**src/rtl/conversor_bcd_if.sv**
```systemverilog
// Handshake and result bus of the BCD converter: the requester drives start/s/mag,
// the converter returns status, BCD digits and seven-segment patterns.
interface conversor_bcd_if;
    logic       start;
    logic       s;
    logic [4:0] mag;
    logic       busy;
    logic       done;
    logic       neg;
    logic [3:0] dezena;
    logic [3:0] unidade;
    logic [6:0] seg_dez;
    logic [6:0] seg_uni;

    modport master (
        output start, s, mag,
        input  busy, done, neg, dezena, unidade, seg_dez, seg_uni
    );

    modport slave (
        input  start, s, mag,
        output busy, done, neg, dezena, unidade, seg_dez, seg_uni
    );
endinterface

```
**src/rtl/conversor_bcd.sv**
```systemverilog
// Signed 5-bit magnitude to two-digit BCD converter (double dabble, one bit per cycle)
// with registered seven-segment patterns for the tens and units digits.
module conversor_bcd (
    input  logic             clk,
    input  logic             rst,
    conversor_bcd_if.slave   bus
);
    localparam int unsigned MAG_W = 5;
    localparam int unsigned BCD_W = 8;
    localparam int unsigned CNT_W = 3;
    localparam int unsigned STEPS = 5;
    localparam int unsigned SEG_W = 7;

    localparam logic [1:0] S_IDLE  = 2'd0;
    localparam logic [1:0] S_SHIFT = 2'd1;
    localparam logic [1:0] S_DONE  = 2'd2;

    localparam logic [SEG_W-1:0] SEG_BLANK = 7'b1111111;
    localparam logic [SEG_W-1:0] SEG_ZERO  = 7'b1000000;

    // Active-low {g,f,e,d,c,b,a}; non-decimal nibbles are dark
    function automatic logic [SEG_W-1:0] seg7(input logic [3:0] d);
        logic [SEG_W-1:0] p;
        case (d)
            4'd0:    p = 7'b1000000;
            4'd1:    p = 7'b1111001;
            4'd2:    p = 7'b0100100;
            4'd3:    p = 7'b0110000;
            4'd4:    p = 7'b0011001;
            4'd5:    p = 7'b0010010;
            4'd6:    p = 7'b0000010;
            4'd7:    p = 7'b1111000;
            4'd8:    p = 7'b0000000;
            4'd9:    p = 7'b0010000;
            default: p = SEG_BLANK;
        endcase
        return p;
    endfunction

    logic [1:0]       r_state,   w_state;
    logic [CNT_W-1:0] r_cnt,     w_cnt;
    logic [BCD_W-1:0] r_bcd,     w_bcd;
    logic [MAG_W-1:0] r_sh,      w_sh;
    logic [MAG_W-1:0] r_mag,     w_mag;
    logic             r_sign,    w_sign;
    logic             r_busy,    w_busy;
    logic             r_done,    w_done;
    logic             r_neg,     w_neg;
    logic [3:0]       r_dez,     w_dez;
    logic [3:0]       r_uni,     w_uni;
    logic [SEG_W-1:0] r_seg_dez, w_seg_dez;
    logic [SEG_W-1:0] r_seg_uni, w_seg_uni;

    logic [3:0]             w_adj_hi;
    logic [3:0]             w_adj_lo;
    logic [BCD_W+MAG_W-1:0] w_cat;
    logic [CNT_W-1:0]       w_cnt_inc;

    // One double-dabble step: correct nibbles >= 5, then shift the whole chain left
    always_comb begin
        w_adj_hi  = (r_bcd[7:4] >= 4'd5) ? r_bcd[7:4] + 4'd3 : r_bcd[7:4];
        w_adj_lo  = (r_bcd[3:0] >= 4'd5) ? r_bcd[3:0] + 4'd3 : r_bcd[3:0];
        w_cat     = {w_adj_hi, w_adj_lo, r_sh} << 1;
        w_cnt_inc = r_cnt + CNT_W'(1);
    end

    // Next-state and next-register logic
    always_comb begin
        w_state   = r_state;
        w_cnt     = r_cnt;
        w_bcd     = r_bcd;
        w_sh      = r_sh;
        w_mag     = r_mag;
        w_sign    = r_sign;
        w_busy    = r_busy;
        w_done    = 1'b0;
        w_neg     = r_neg;
        w_dez     = r_dez;
        w_uni     = r_uni;
        w_seg_dez = r_seg_dez;
        w_seg_uni = r_seg_uni;

        case (r_state)
            S_IDLE: begin
                w_busy = bus.start;
                if (bus.start) begin
                    w_sign  = bus.s;
                    w_mag   = bus.mag;
                    w_sh    = bus.mag;
                    w_bcd   = '0;
                    w_cnt   = '0;
                    w_state = S_SHIFT;
                end
            end
            S_SHIFT: begin
                w_busy = 1'b1;
                w_bcd  = w_cat[BCD_W+MAG_W-1:MAG_W];
                w_sh   = w_cat[MAG_W-1:0];
                w_cnt  = w_cnt_inc;
                if (w_cnt_inc == CNT_W'(STEPS)) begin
                    w_state = S_DONE;
                end
            end
            S_DONE: begin
                // busy stays up through this edge so it drops one cycle after done
                w_busy    = 1'b1;
                w_done    = 1'b1;
                w_dez     = r_bcd[7:4];
                w_uni     = r_bcd[3:0];
                w_neg     = r_sign & (r_mag != '0);
                w_seg_uni = seg7(r_bcd[3:0]);
                w_seg_dez = (r_bcd[7:4] == 4'd0) ? SEG_BLANK : seg7(r_bcd[7:4]);
                w_state   = S_IDLE;
            end
            default: begin
                w_busy  = 1'b0;
                w_state = S_IDLE;
            end
        endcase
    end

    always_ff @(posedge clk) begin
        if (rst) begin
            r_state   <= S_IDLE;
            r_cnt     <= '0;
            r_bcd     <= '0;
            r_sh      <= '0;
            r_mag     <= '0;
            r_sign    <= 1'b0;
            r_busy    <= 1'b0;
            r_done    <= 1'b0;
            r_neg     <= 1'b0;
            r_dez     <= '0;
            r_uni     <= '0;
            r_seg_dez <= SEG_BLANK;
            r_seg_uni <= SEG_ZERO;
        end else begin
            r_state   <= w_state;
            r_cnt     <= w_cnt;
            r_bcd     <= w_bcd;
            r_sh      <= w_sh;
            r_mag     <= w_mag;
            r_sign    <= w_sign;
            r_busy    <= w_busy;
            r_done    <= w_done;
            r_neg     <= w_neg;
            r_dez     <= w_dez;
            r_uni     <= w_uni;
            r_seg_dez <= w_seg_dez;
            r_seg_uni <= w_seg_uni;
        end
    end

    assign bus.busy    = r_busy;
    assign bus.done    = r_done;
    assign bus.neg     = r_neg;
    assign bus.dezena  = r_dez;
    assign bus.unidade = r_uni;
    assign bus.seg_dez = r_seg_dez;
    assign bus.seg_uni = r_seg_uni;
endmodule

```
**src/flat_wrapper.sv**
```systemverilog
// flat-port wrapper written by rule: the top's interface ports become plain ports
module conversor_bcd_flat 
  (clk, rst, bus_start, bus_s, bus_mag, bus_busy, bus_done, bus_neg, bus_dezena, bus_unidade, bus_seg_dez, bus_seg_uni);
  conversor_bcd_if bus_i ();
  input  logic clk;
  input  logic rst;
  input wire logic [$bits(bus_i.start)-1:0] bus_start;
  input wire logic [$bits(bus_i.s)-1:0] bus_s;
  input wire logic [$bits(bus_i.mag)-1:0] bus_mag;
  output wire logic [$bits(bus_i.busy)-1:0] bus_busy;
  output wire logic [$bits(bus_i.done)-1:0] bus_done;
  output wire logic [$bits(bus_i.neg)-1:0] bus_neg;
  output wire logic [$bits(bus_i.dezena)-1:0] bus_dezena;
  output wire logic [$bits(bus_i.unidade)-1:0] bus_unidade;
  output wire logic [$bits(bus_i.seg_dez)-1:0] bus_seg_dez;
  output wire logic [$bits(bus_i.seg_uni)-1:0] bus_seg_uni;
  assign bus_i.start = bus_start;
  assign bus_i.s = bus_s;
  assign bus_i.mag = bus_mag;
  assign bus_busy = bus_i.busy;
  assign bus_done = bus_i.done;
  assign bus_neg = bus_i.neg;
  assign bus_dezena = bus_i.dezena;
  assign bus_unidade = bus_i.unidade;
  assign bus_seg_dez = bus_i.seg_dez;
  assign bus_seg_uni = bus_i.seg_uni;
  conversor_bcd u_core (.clk(clk), .rst(rst), .bus(bus_i));
endmodule
```
**config.mk**
```make
export PLATFORM = sky130hd
export DESIGN_NAME = conversor_bcd_flat
export DESIGN_NICKNAME = d
export VERILOG_FILES = /design/src/rtl/conversor_bcd_if.sv /design/src/rtl/conversor_bcd.sv /design/src/flat_wrapper.sv
export SDC_FILE = /design/constraint.sdc
export NUM_CORES = 1
export LEC_CHECK = 0
export BUFFER_PORTS_ARGS = -buffer_cell sky130_fd_sc_hd__clkbuf_2
export CAP_MARGIN = 10
export CORE_MARGIN = 2
export CORE_UTILIZATION = 54
export DETAILED_ROUTE_END_ITERATION = 10
export PLACE_DENSITY = 0.85
export SYNTH_ARGS = -nofsm -noshare
export SYNTH_HDL_FRONTEND = slang
export SYNTH_SLANG_ARGS = --single-unit
```
**constraint.sdc**
```tcl
create_clock -name clk -period 3.1 [get_ports clk]
set_input_delay 0.155 -clock clk [delete_from_list [all_inputs] [get_ports clk]]
set_output_delay 0.155 -clock clk [all_outputs]
set_load 0.005 [all_outputs]
```
# ---- Word-level counts from Yosys, hierarchy flattened
# Memory sizes are Yosys's and may differ from the RTL's. A register that Yosys moved wholly into a read port is not among the register bits.
# Cells that the tools add are included.
# W data, S select, Z words.
dict set report word_totals {
  regBits 42
  rom_bits 224
  word_cells 49
  n_memories 2
}
dict set report op_classes {
  n_addsub 3
  n_lt_le_gt_ge 2
  eq_ne 5
  mux 16
  n_bitwise 1
  reduce_logical 8
}
# name depth width rd rd_ports_with_merged_regs write_ports line
set memory_table {}
lappend memory_table {{(name not given)} 16 7 1 1 0 conversor_bcd.sv:24} ;# case (d)
lappend memory_table {{(name not given)} 16 7 1 1 0 conversor_bcd.sv:24}
# cell n
set ops {}
lappend ops {{$pmux W8 S2} 1}
lappend ops {{$mux W4} 3}
lappend ops {{$pmux W5 S2} 1}
lappend ops {{$ge A4 B3 Y1 const B} 2}
lappend ops {{$mux W8} 1}
lappend ops {{$mux W7} 1}
lappend ops {{$mux W3} 2}
lappend ops {{$pmux W3 S2} 1}
lappend ops {{$reduce_and A2 Y1} 3}
lappend ops {{$mux W5} 1}
lappend ops {{$reduce_bool A5 Y1} 1}
lappend ops {{$add A4 B2 Y4 const B} 1}
lappend ops {{$logic_not A4 Y1} 1}
lappend ops {{$mux W2} 2}
lappend ops {{$pmux W2 S2} 1}
lappend ops {{$add A3 B1 Y3 const B} 1}
lappend ops {{$add A3 B2 Y3 const B} 1}
lappend ops {{$eq A3 B3 Y1 const B} 1}
lappend ops {{$eq A2 B1 Y1 const B} 1}
lappend ops {{$eq A2 B2 Y1 const B} 1}
lappend ops {{$logic_not A2 Y1} 1}
lappend ops {{$ne A2 B1 Y1 const B} 1}
lappend ops {{$ne A2 B2 Y1 const B} 1}
lappend ops {{$pmux W1 S2} 1}
lappend ops {{4 further kinds} 4}

# ---- Depth between registers and ports, before layout
# Gate-level depths: netlist (run 1).
dict set report logic_depth {
  word_depth 5
  depth_mapped 12
}

# ---- Worst setup path after synthesis (run 1)
# Ideal clock, no wire load.
dict set report synth_timing {
  path_type {register to register}
  startpoint {register u_core.r_state[1]}
  endpoint {register with a tool-made name}
  arrival_ps 2159
  setup_slack_ps 825
  path_stages_with_launch 12
  cell_sequence {dfxtp_1 > inv_1 > ha_1 > buf_2 > and2_1 > buf_2 > o21ai_0 > a21oi_1 > inv_1 > ha_1 > nand2_1 > a22o_1}
}
# element line
set synth_rtl {}
lappend synth_rtl {{start: declaration} conversor_bcd.sv:40} ;# logic [1:0] r_state, w_state;
lappend synth_rtl {{start signal: assignment} conversor_bcd.sv:138} ;# r_state <= w_state;

==> impl_metrics.py, run 1 <==
metrics = {
    "run_status": {
        "status": "completed",
    },
    "clock_tree": {
        "cts_tree": "built",
        "cts.reportedPaths.clkPinSlew_ns": 0.10,
        "ctsHoldBuffers": 0,
        "cts_buffer_depth": 2,
        "cts.sinks": 56,
        "ctsResizeCount": 0,
        "root_buffer": "clkbuf_8",
        "clk-insertion-delay-late_ns": 0.31,
        "post_cts_buffers": 0,
        "htree_num_levels": 2,
        "cts_buffers": 5,
    },
    "sta": {
        "rsz0062_at_grt": "false",
        "finalHoldViolCount": 0,
        "slew_headroom": 0.420,
        "max_freq_mhz": 378,
        "setup_viol": 0,
        "clock_skew_ns": 0.00423,
        "fin_ws_ns": 0.457,
        "fin_crit_ns": 2.64,
        "period_share": 0.852,
        "tightestPinTransition_ns": 0.862,
        "fin_tns_setup_ns": 0,
        "drv_slew": 0,
        "holdWs_ns": 0.106,
    },
    "finish": {
        "final_common_cell": "dfxtp_1",
        "n_antenna_cell": 0,
        "multiInputGateArea_mm2": 0.00135,
        "nFillCells": 403,
        "fin_nets": 349,
        "final_cell_mix": "dfxtp_1 (56), clkbuf_2 (33), nor2_1 (30)",
        "drive_above_1_share": 0.155,
        "fin_area_mm2": 0.00291,
        "syn2layout_area_growth_pct": 11.4,
        "seq_area_mm2": 0.00112,
        "fin_cells": 376,
    },
    "routing": {
        "ant_nets": 0,
        "viasPerCell": 5.58,
        "finalWirelength_um": 5130,
        "routedWlPerCell_um": 13.6,
        "drc": 0,
        "drt_pass1_iterations": 5,
        "drt_first_iter_violations": 146,
        "vias": 2097,
    },
    "pwr": {
        "powerDensity_mw_per_mm2": 454,
        "leakagePower_nw": 1.18,
        "ir_drop_v": 0.000202,
    },
    "global_routing": {
        "grt_use_total": 0.200,
        "grt_overflow": 0,
        "grt_pass1_vias": 1941,
        "antenna_found_initial": 0,
        "grt_pass1_wl_um": 8600,
        "grt_start_max_net_pins": 34,
    },
    "place": {
        "dp.final_hpwl_um": 3570,
        "portBuffers": 33,
        "place_area_mm2": 0.00280,
        "pre_cts_ws_ns": 0.495,
        "placedCellCount": 368,
        "place_congestion": 0.802,
    },
    "setup_path": {
        "worstPathRequired_ns": 3.31,
        "cp.arrival_ns": 2.85,
        "end_kind": "flip-flop",
        "crit_type": "flip-flop to flip-flop",
        "cp_max_fo": 5,
        "startpoint_type": "flip-flop",
    },
    "yosys": {
        "synthesis.nets": 323,
        "yosys-top-cells-area": "dfxtp_1 (43%), ha_1 (9.1%), mux2i_1 (6.1%)",
        "synth_area_mm2": 0.00261,
        "synthArstFlopShare": 0,
        "synth_edf_count": 0,
        "yosys.area.top_type": "dfxtp_1",
        "seq_area_frac_synth": 0.429,
        "synth_top_area_share": 0.429,
        "avgSynthCellArea_um2": 8.86,
        "synth_ff_type": "dfxtp_1",
        "postSynthCellCount": 295,
        "ys_warn_count": 0,
        "ys_ff_latch": 56,
        "synth_cell_types": 43,
    },
    "die": {
        "core_mm2": 0.00469,
        "design.die.area_mm2": 0.00541,
        "ios": 34,
        "die_y_um": 73.6,
        "rows": 25,
        "start_util": 0.557,
        "dieWidth_um": 73.6,
    },
    "hold_path": {
        "min_path_type": "primary input to flip-flop",
    },
    "flow_run": {
        "maxCapViolCount": 0,
    },
}
-- cell usage after synthesis (4+ instances only) --
cell,instances
dfxtp_1,56
nor2_1,30
a21oi_1,27
nand2_1,25
ha_1,19
inv_1,17
mux2i_1,16
clkbuf_1,13
nand2b_1,11
nand3_1,10
o21ai_0,8
o22ai_1,8
a211oi_1,6
a22oi_1,5
o211ai_1,4
-- worst paths after layout --
check / from / end / slack, ns / depth (start not counted)
worst min register to register: u_core.r_mag[2]$_SDFFE_PP0P_ / u_core.r_mag[2]$_SDFFE_PP0P_ / 0.46 / 2
worst max-delay path: u_core.r_bcd[5]$_SDFFE_PP0N_ / flip-flop / 0.46 / 12
worst max register to register: u_core.r_bcd[5]$_SDFFE_PP0N_ / flip-flop / 0.46 / 12
worst min-delay path: bus_mag[4] / u_core.r_mag[4]$_SDFFE_PP0P_ / 0.11 / 3
-- metal layers --
layer	up-vias	track usage	wire (um)
met1	969	0.253	2420
met2	48	0.339	2440
li1	1073	-	-
met3	7	0.0453	190
met4	0	0.0626	78
met5	-	0	0
-- area by class of cell --
cell class                 count  area share
sequential                    56       0.385
multi-input combinational    203       0.463
tap                           54      0.0232
clock inverter                 3      0.0146
timing repair buffer          37      0.0670
inverter                      18      0.0232
clock buffer                   5      0.0236
-- where the power goes --
group | switching, W | internal (W)
Combinational | 0.0000656 | 0.0000415
Sequential | 0.00000923 | 0.000735
Clock | 0.000231 | 0.000239
-- critical path, stage by stage, from the launching register on --
cell      delay [ns]
dfxtp_1         0.45
inv_1           0.10
ha_1            0.18
nand2b_1        0.17
a21oi_1         0.26
xnor2_1         0.24
a22oi_1         0.18
nor2_1          0.27
inv_1           0.14
ha_1            0.21
nor2_1          0.10
o22ai_1         0.09
o21a_1          0.14
-- stage by stage --
stage,util,power [W]
finish,0.621,0.00132
global route,0.621,0.00137
CTS,0.621,0.00133
detailed placement,0.597,0.000868
global placement,0.597,0.000864
floorplan,-,0.000841
-- kinds of logic after synthesis --
group                    count (synthesis)  synth area share
AO/OA/AOI/OAI                           74             0.187
adder cells (fa/ha/maj)                 19            0.0910
XOR/XNOR                                 4            0.0134
flip-flops                              56             0.429
buffers and inverters                   36            0.0546
AND/OR/NAND/NOR                         88             0.154
multiplexers                            18            0.0713
(Power assumes the default switching activity.)
==> inputs of run 2 (changes only) <==
Settings changed: CAP_MARGIN 10 to 0, CORE_UTILIZATION 54 to 35, PLACE_DENSITY 0.85 to 0.63.
==> run 2 against run 1 <==
  * Routed wire length increased by 1.8%
  * Sequential share of layout area decreased by 1.4 points
  * Clock-buffer cell count is the same
  * Global-route usage fell by 6.6 points
  * Via count down 2.2%
  * Non-clock buffer count increased by 1
  * Clock power up 36%
  * Combinational power hardly changed
  * Sequential power about the same
  * Die area increased by 51%
  * Core utilization down 20 points
  * Register-to-register slack lost 0.03 ns
  * Largest cell class unchanged
==> impl_metrics.py, run 2 (synthesis gave the netlist of run 1 again) <==
metrics = {
    "sta": {
        "tightestPinTransition_ns": 0.867,
        "holdWs_ns": 0.0913,
        "clock_skew_ns": 0.00565,
        "slew_headroom": 0.417,
        "setup_viol": 0,
        "fin_crit_ns": 2.68,
        "period_share": 0.864,
        "finalHoldViolCount": 0,
        "drv_slew": 0,
        "max_freq_mhz": 373,
        "fin_tns_setup_ns": 0,
        "rsz0062_at_grt": "false",
    },
    "hold_path": {
        "min_path_type": "primary input to flip-flop",
    },
    "flow_run": {
        "maxCapViolCount": 0,
    },
    "routing": {
        "viasPerCell": 4.86,
        "ant_nets": 0,
        "drc": 0,
        "finalWirelength_um": 5220,
        "routedWlPerCell_um": 12.4,
        "drt_first_iter_violations": 146,
        "drt_pass1_iterations": 4,
        "vias": 2050,
    },
    "clock_tree": {
        "cts_buffers": 5,
        "cts.reportedPaths.clkPinSlew_ns": 0.10,
        "cts.sinks": 56,
        "root_buffer": "clkbuf_8",
        "htree_num_levels": 2,
        "cts_buffer_depth": 2,
        "ctsHoldBuffers": 0,
        "cts_tree": "built",
        "clk-insertion-delay-late_ns": 0.30,
        "post_cts_buffers": 0,
        "ctsResizeCount": 0,
    },
    "finish": {
        "fin_area_mm2": 0.00302,
        "final_core_util": 0.417,
        "fin_nets": 350,
        "n_antenna_cell": 0,
        "final_cell_mix": "dfxtp_1 (56), clkbuf_2 (33), nor2_1 (30)",
        "final_common_cell": "dfxtp_1",
        "drive_above_1_share": 0.158,
        "syn2layout_area_growth_pct": 15.7,
    },
    "run_status": {
        "status": "completed",
    },
    "die": {
        "dieWidth_um": 90.4,
        "start_util": 0.360,
        "ios": 34,
        "core_mm2": 0.00725,
        "rows": 31,
        "die_y_um": 90.4,
        "design.die.area_mm2": 0.00817,
    },
    "setup_path": {
        "startpoint": "u_core.r_state[1]$_SDFFE_PP0P_",
        "max_stage_delay_ns": 0.55,
        "crit_type": "flip-flop to flip-flop",
        "crit_path_top_delay_cell": "mux2i_1",
        "worstPathRequired_ns": 3.31,
        "end_kind": "flip-flop",
        "cp_max_fo": 13,
        "rrSetupSlack_ns": 0.42,
        "cp.arrival_ns": 2.89,
        "startpoint_type": "flip-flop",
        "reg2regPathDepth": 10,
        "reg2reg_from": "u_core.r_state[1]$_SDFFE_PP0P_",
        "crit_chain": "inv_1 -> ha_1 -> mux2i_1 -> a22oi_1 -> nor2_1 -> inv_1 -> ha_1 -> nor2_1 -> o22ai_1 -> o21a_1",
    },
    "global_routing": {
        "grt_start_max_net_pins": 38,
        "antenna_found_initial": 0,
        "grt_overflow": 0,
        "grt_pass1_wl_um": 9130,
        "grt_use_total": 0.134,
        "grt_pass1_vias": 2028,
    },
    "place": {
        "portBuffers": 33,
        "dp.final_hpwl_um": 3710,
        "place_congestion": 0.821,
        "place_area_mm2": 0.00287,
    },
    "pwr": {
        "leakagePower_nw": 1.21,
        "ir_drop_v": 0.000258,
        "powerDensity_mw_per_mm2": 493,
    },
}
-- run 2: area by class of cell --
class                      instances  area, um^2
multi-input combinational        203        1350
clock buffer                       5        68.8
timing repair buffer              38         203
inverter                          18        67.6
tap                               99         124
sequential                        56        1120
fill                             751        4230
clock inverter                     3        90.1
-- run 2: layer usage --
metal	up-vias	track usage	wire length (um)	part of all wire
met5	-	0	0	0
met1	939	0.177	2600	0.50
li1	1069	-	-	-
met3	6	0.0267	186	0.036
met4	0	0.0513	67	0.013
met2	36	0.216	2370	0.45
-- run 2: power by group --
group          switching [W]  leakage [nW]  internal (W)  total, W
logic              0.0000655         0.674     0.0000426  0.000108
registers         0.00000957         0.454      0.000735  0.000745
clock network       0.000233        0.0784      0.000404  0.000637
-- run 2: worst min-delay path by stage --
stage                     from                            to  slack (ns)  cells past startpoint
finish                   bus_s    u_core.r_sign$_SDFFE_PP0P_        0.09                      3
global route        bus_mag[4]  u_core.r_mag[4]$_SDFFE_PP0P_        0.11                      3
CTS                      bus_s    u_core.r_sign$_SDFFE_PP0P_        0.09                      3
detailed placement       bus_s    u_core.r_sign$_SDFFE_PP0P_        0.42                      3
global placement         bus_s    u_core.r_sign$_SDFFE_PP0P_        0.42                      3
floorplan           bus_mag[1]  u_core.r_mag[1]$_SDFFE_PP0P_        0.32                      2
-- run 2: worst max-delay path: cells and delay by family (launching register included) --
family,cells,cell delay [ns]
buffers and inverters,2,0.21
flip-flops,1,0.37
AO/OA/AOI/OAI,3,0.49
AND/OR/NAND/NOR,2,0.38
multiplexers,1,0.55
adder cells (fa/ha/maj),2,0.57
-- run 2: per-stage QoR --
stage	worst slack, ns	cells	power, W
detailed placement	0.472	414	0.000871
global route	0.202	422	0.00155
global placement	0.652	414	0.000869
floorplan	0.825	295	0.000841
finish	0.422	422	0.00149
CTS	0.459	422	0.00151
==> inputs of run 3 (changes only) <==
Settings changed: ABC_AREA set to 1.
==> run 3 against run 2 <==
  * Power fell by 7.0%
  * Via count rose by 3.0%
  * Design area decreased by 2.1%
  * Critical path depth is 2 higher
  * Fmax is 16% higher
  * Setup slack better by 0.38 ns
  * Clock power is 20% lower
  * Worst hold slack lost 0.0039 ns
  * Global-route usage rose by 0.62 points
  * Sequential cell count unchanged
  * Core utilization fell by 0.66 points
==> impl_metrics.py, run 3 <==
metrics = {
    "routing": {
        "drc": 0,
        "finalWirelength_um": 5400,
        "viasPerCell": 4.65,
        "routedWlPerCell_um": 11.9,
        "drt_pass1_iterations": 4,
        "vias": 2111,
        "ant_nets": 0,
        "drt_first_iter_violations": 126,
    },
    "global_routing": {
        "antenna_found_initial": 0,
        "grt_start_max_net_pins": 39,
        "grt_overflow": 0,
        "grt_pass1_vias": 2004,
        "grt_pass1_wl_um": 9430,
        "grt_use_total": 0.140,
    },
    "yosys": {
        "ys_ff_latch": 56,
        "synth_fa_ha_area_frac": 0.0914,
        "synthesis.nets": 352,
        "synth_area_mm2": 0.00260,
        "synth_compound_gate_area_share": 0.176,
        "synth_cell_types": 36,
        "ys_warn_count": 0,
        "synthArstFlopShare": 0,
        "seq_area_frac_synth": 0.431,
        "synth_top_area_share": 0.431,
        "postSynthCellCount": 324,
        "yosys-top-cells-count": "nand2_1 (67), dfxtp_1 (56), inv_1 (31)",
        "yosys-top-cells-area": "dfxtp_1 (43%), nand2_1 (9.7%), ha_1 (9.1%)",
        "synth_xor_area_frac": 0.00673,
        "avgSynthCellArea_um2": 8.03,
        "synth_top_family_by_area": "simple AND/OR/NAND/NOR gates",
        "yosys.area.top_type": "dfxtp_1",
        "synth_mux_area_frac": 0,
        "synth-simple-area-share": 0.208,
        "synth_ff_type": "dfxtp_1",
        "synth_edf_count": 0,
        "yosysMostFrequentCell": "nand2_1",
    },
    "setup_path": {
        "startpoint": "u_core.r_state[1]$_SDFFE_PP0P_",
        "crit_cells": 12,
        "max_stage_delay_ns": 0.41,
        "crit_path_top_delay_cell": "ha_1",
        "reg2regPathDepth": 12,
        "startpoint_type": "flip-flop",
        "cp_max_fo": 11,
        "worstPathRequired_ns": 3.30,
        "critPathTopFamily": "adder cells",
        "cp.arrival_ns": 2.51,
        "crit_chain": "inv_1 -> ha_1 -> inv_6 -> a21oi_2 -> buf_4 -> nand3_4 -> a21oi_4 -> inv_1 -> ha_1 -> nand3b_1 -> nand3_1 -> nand2_1",
        "crit_type": "flip-flop to flip-flop",
        "end_kind": "flip-flop",
        "rrSetupSlack_ns": 0.80,
        "worst-path-buf-inv": 4,
        "reg2reg_from": "u_core.r_state[1]$_SDFFE_PP0P_",
    },
    "place": {
        "portBuffers": 33,
        "place_congestion": 0.864,
        "pre_cts_ws_ns": 0.819,
        "dp.final_hpwl_um": 3940,
    },
    "die": {
        "ios": 34,
        "design.die.area_mm2": 0.00814,
        "die_y_um": 90.2,
        "start_util": 0.361,
        "core_mm2": 0.00721,
        "dieWidth_um": 90.2,
        "rows": 31,
    },
    "clock_tree": {
        "post_cts_buffers": 0,
        "htree_num_levels": 2,
        "ctsHoldBuffers": 0,
        "root_buffer": "clkbuf_8",
        "cts_buffers": 5,
        "cts.reportedPaths.clkPinSlew_ns": 0.10,
        "cts_tree": "built",
        "ctsResizeCount": 0,
        "cts_buffer_depth": 2,
        "cts.sinks": 56,
        "clk-insertion-delay-late_ns": 0.31,
    },
    "flow_run": {
        "maxCapViolCount": 0,
    },
    "pwr": {
        "power_switching_w": 0.000319,
        "ir_drop_v": 0.000178,
        "leakagePower_nw": 1.35,
        "swShare": 0.230,
        "p_comb_frac": 0.086,
        "power.share.sequential": 0.545,
        "p_int_w": 0.00107,
        "powerDensity_mw_per_mm2": 468,
        "clkPwrFrac": 0.369,
    },
    "sta": {
        "max_freq_mhz": 434,
        "tightestPinTransition_ns": 0.515,
        "clock_skew_ns": 0.0107,
        "fin_ws_ns": 0.798,
        "slew_headroom": 0.654,
        "drv_slew": 0,
        "period_share": 0.742,
        "setup_viol": 0,
        "fin_crit_ns": 2.30,
        "rsz0062_at_grt": "false",
        "fin_tns_setup_ns": 0,
        "finalHoldViolCount": 0,
    },
    "run_status": {
        "status": "completed",
    },
    "hold_path": {
        "hp-start": "bus_mag[0]",
        "min_path_type": "primary input to flip-flop",
    },
    "finish": {
        "nFillCells": 755,
        "seq_area_mm2": 0.00112,
        "multiInputGateArea_mm2": 0.00125,
        "final_cell_mix": "nand2_1 (67), dfxtp_1 (56), clkbuf_2 (33)",
        "n_antenna_cell": 0,
        "fin_nets": 382,
        "final_common_cell": "nand2_1",
        "drive_above_1_share": 0.183,
        "syn2layout_area_growth_pct": 13.8,
    },
}
==> run 3: cell count changes after synthesis, moves of 5 or more <==
cell	delta
a211oi_1	-6
a22oi_1	-5
nand2_2	+6
clkbuf_1	-9
nor2_1	-11
nand2b_1	-11
mux2i_1	-16
inv_1	+14
o21ai_0	+18
nand2_1	+42
==> run 3: how the worst min path moves through the flow <==
stage / endpoint / slack, ns / cells after the start
after global placement: u_core.r_sign$_SDFFE_PP0P_ / 0.41 / 3
final: u_core.r_mag[0]$_SDFFE_PP0P_ / 0.09 / 3
after global routing: u_core.r_sh[1]$_SDFFE_PP0N_ / 0.1 / 3
after detailed placement: u_core.r_sign$_SDFFE_PP0P_ / 0.42 / 3
after CTS: u_core.r_mag[0]$_SDFFE_PP0P_ / 0.08 / 3
after floorplan: u_core.r_mag[0]$_SDFFE_PP0P_ / 0.30 / 2
==> run 3: layout make-up <==
cell class                 instances  share of cell area
clock buffer                       7              0.0325
clock inverter                     1              0.0101
inverter                          36              0.0473
multi-input combinational        218               0.423
sequential                        56               0.379
tap                               99              0.0418
timing repair buffer              37              0.0659
==> run 3: worst reg2reg max path, delay by kind of cell, from the launching register on <==
family                     cells  cell delay, ns
adders and majority gates      2            0.68
buffers and inverters          4            0.47
and+or+nand+nor                4            0.42
DFF                            1            0.35
AOI/OAI and AO/OA              2            0.28
==> run 3: stage by stage <==
step           hold WS, ns  power [W]  area, um^2   util  cells
6_report            0.0874    0.00139        2960  0.410    454
3_5_place_dp         0.420   0.000891        2830  0.393    446
5_1_grt             0.0952    0.00145        2960  0.410    454
3_3_place_gp         0.408   0.000889        2830  0.393    446
4_1_cts             0.0780    0.00140        2960  0.410    454
2_1_floorplan        0.300   0.000865        2600      -    324
==> run 3: logic make-up after synthesis <==
logic type / count (synthesis)
AO/OA/AOI/OAI: 79
XOR/XNOR: 2
adder cells (fa/ha/maj): 19
buffers and inverters: 50
flip-flops: 56
AND/OR/NAND/NOR: 118
==> run 3: metal layers <==
layer	part of all wire	up-vias	wire length, um	track usage
li1	-	1130	-	-
met1	0.50	947	2710	0.180
met2	0.46	27	2480	0.237
met3	0.024	7	131	0.0251
met4	0.015	0	82	0.0500
met5	0	-	0	0
==> run 3: power by group through the flow <==
stage	logic [W]	registers [W]	clock network [W]
2_1_floorplan	0.0000967	0.000768	0
3_3_place_gp	0.000118	0.000771	0
4_1_cts	0.000120	0.000755	0.000529
5_1_grt	0.000136	0.000758	0.000557
6_report	0.000119	0.000755	0.000512
3_5_place_dp	0.000120	0.000771	0
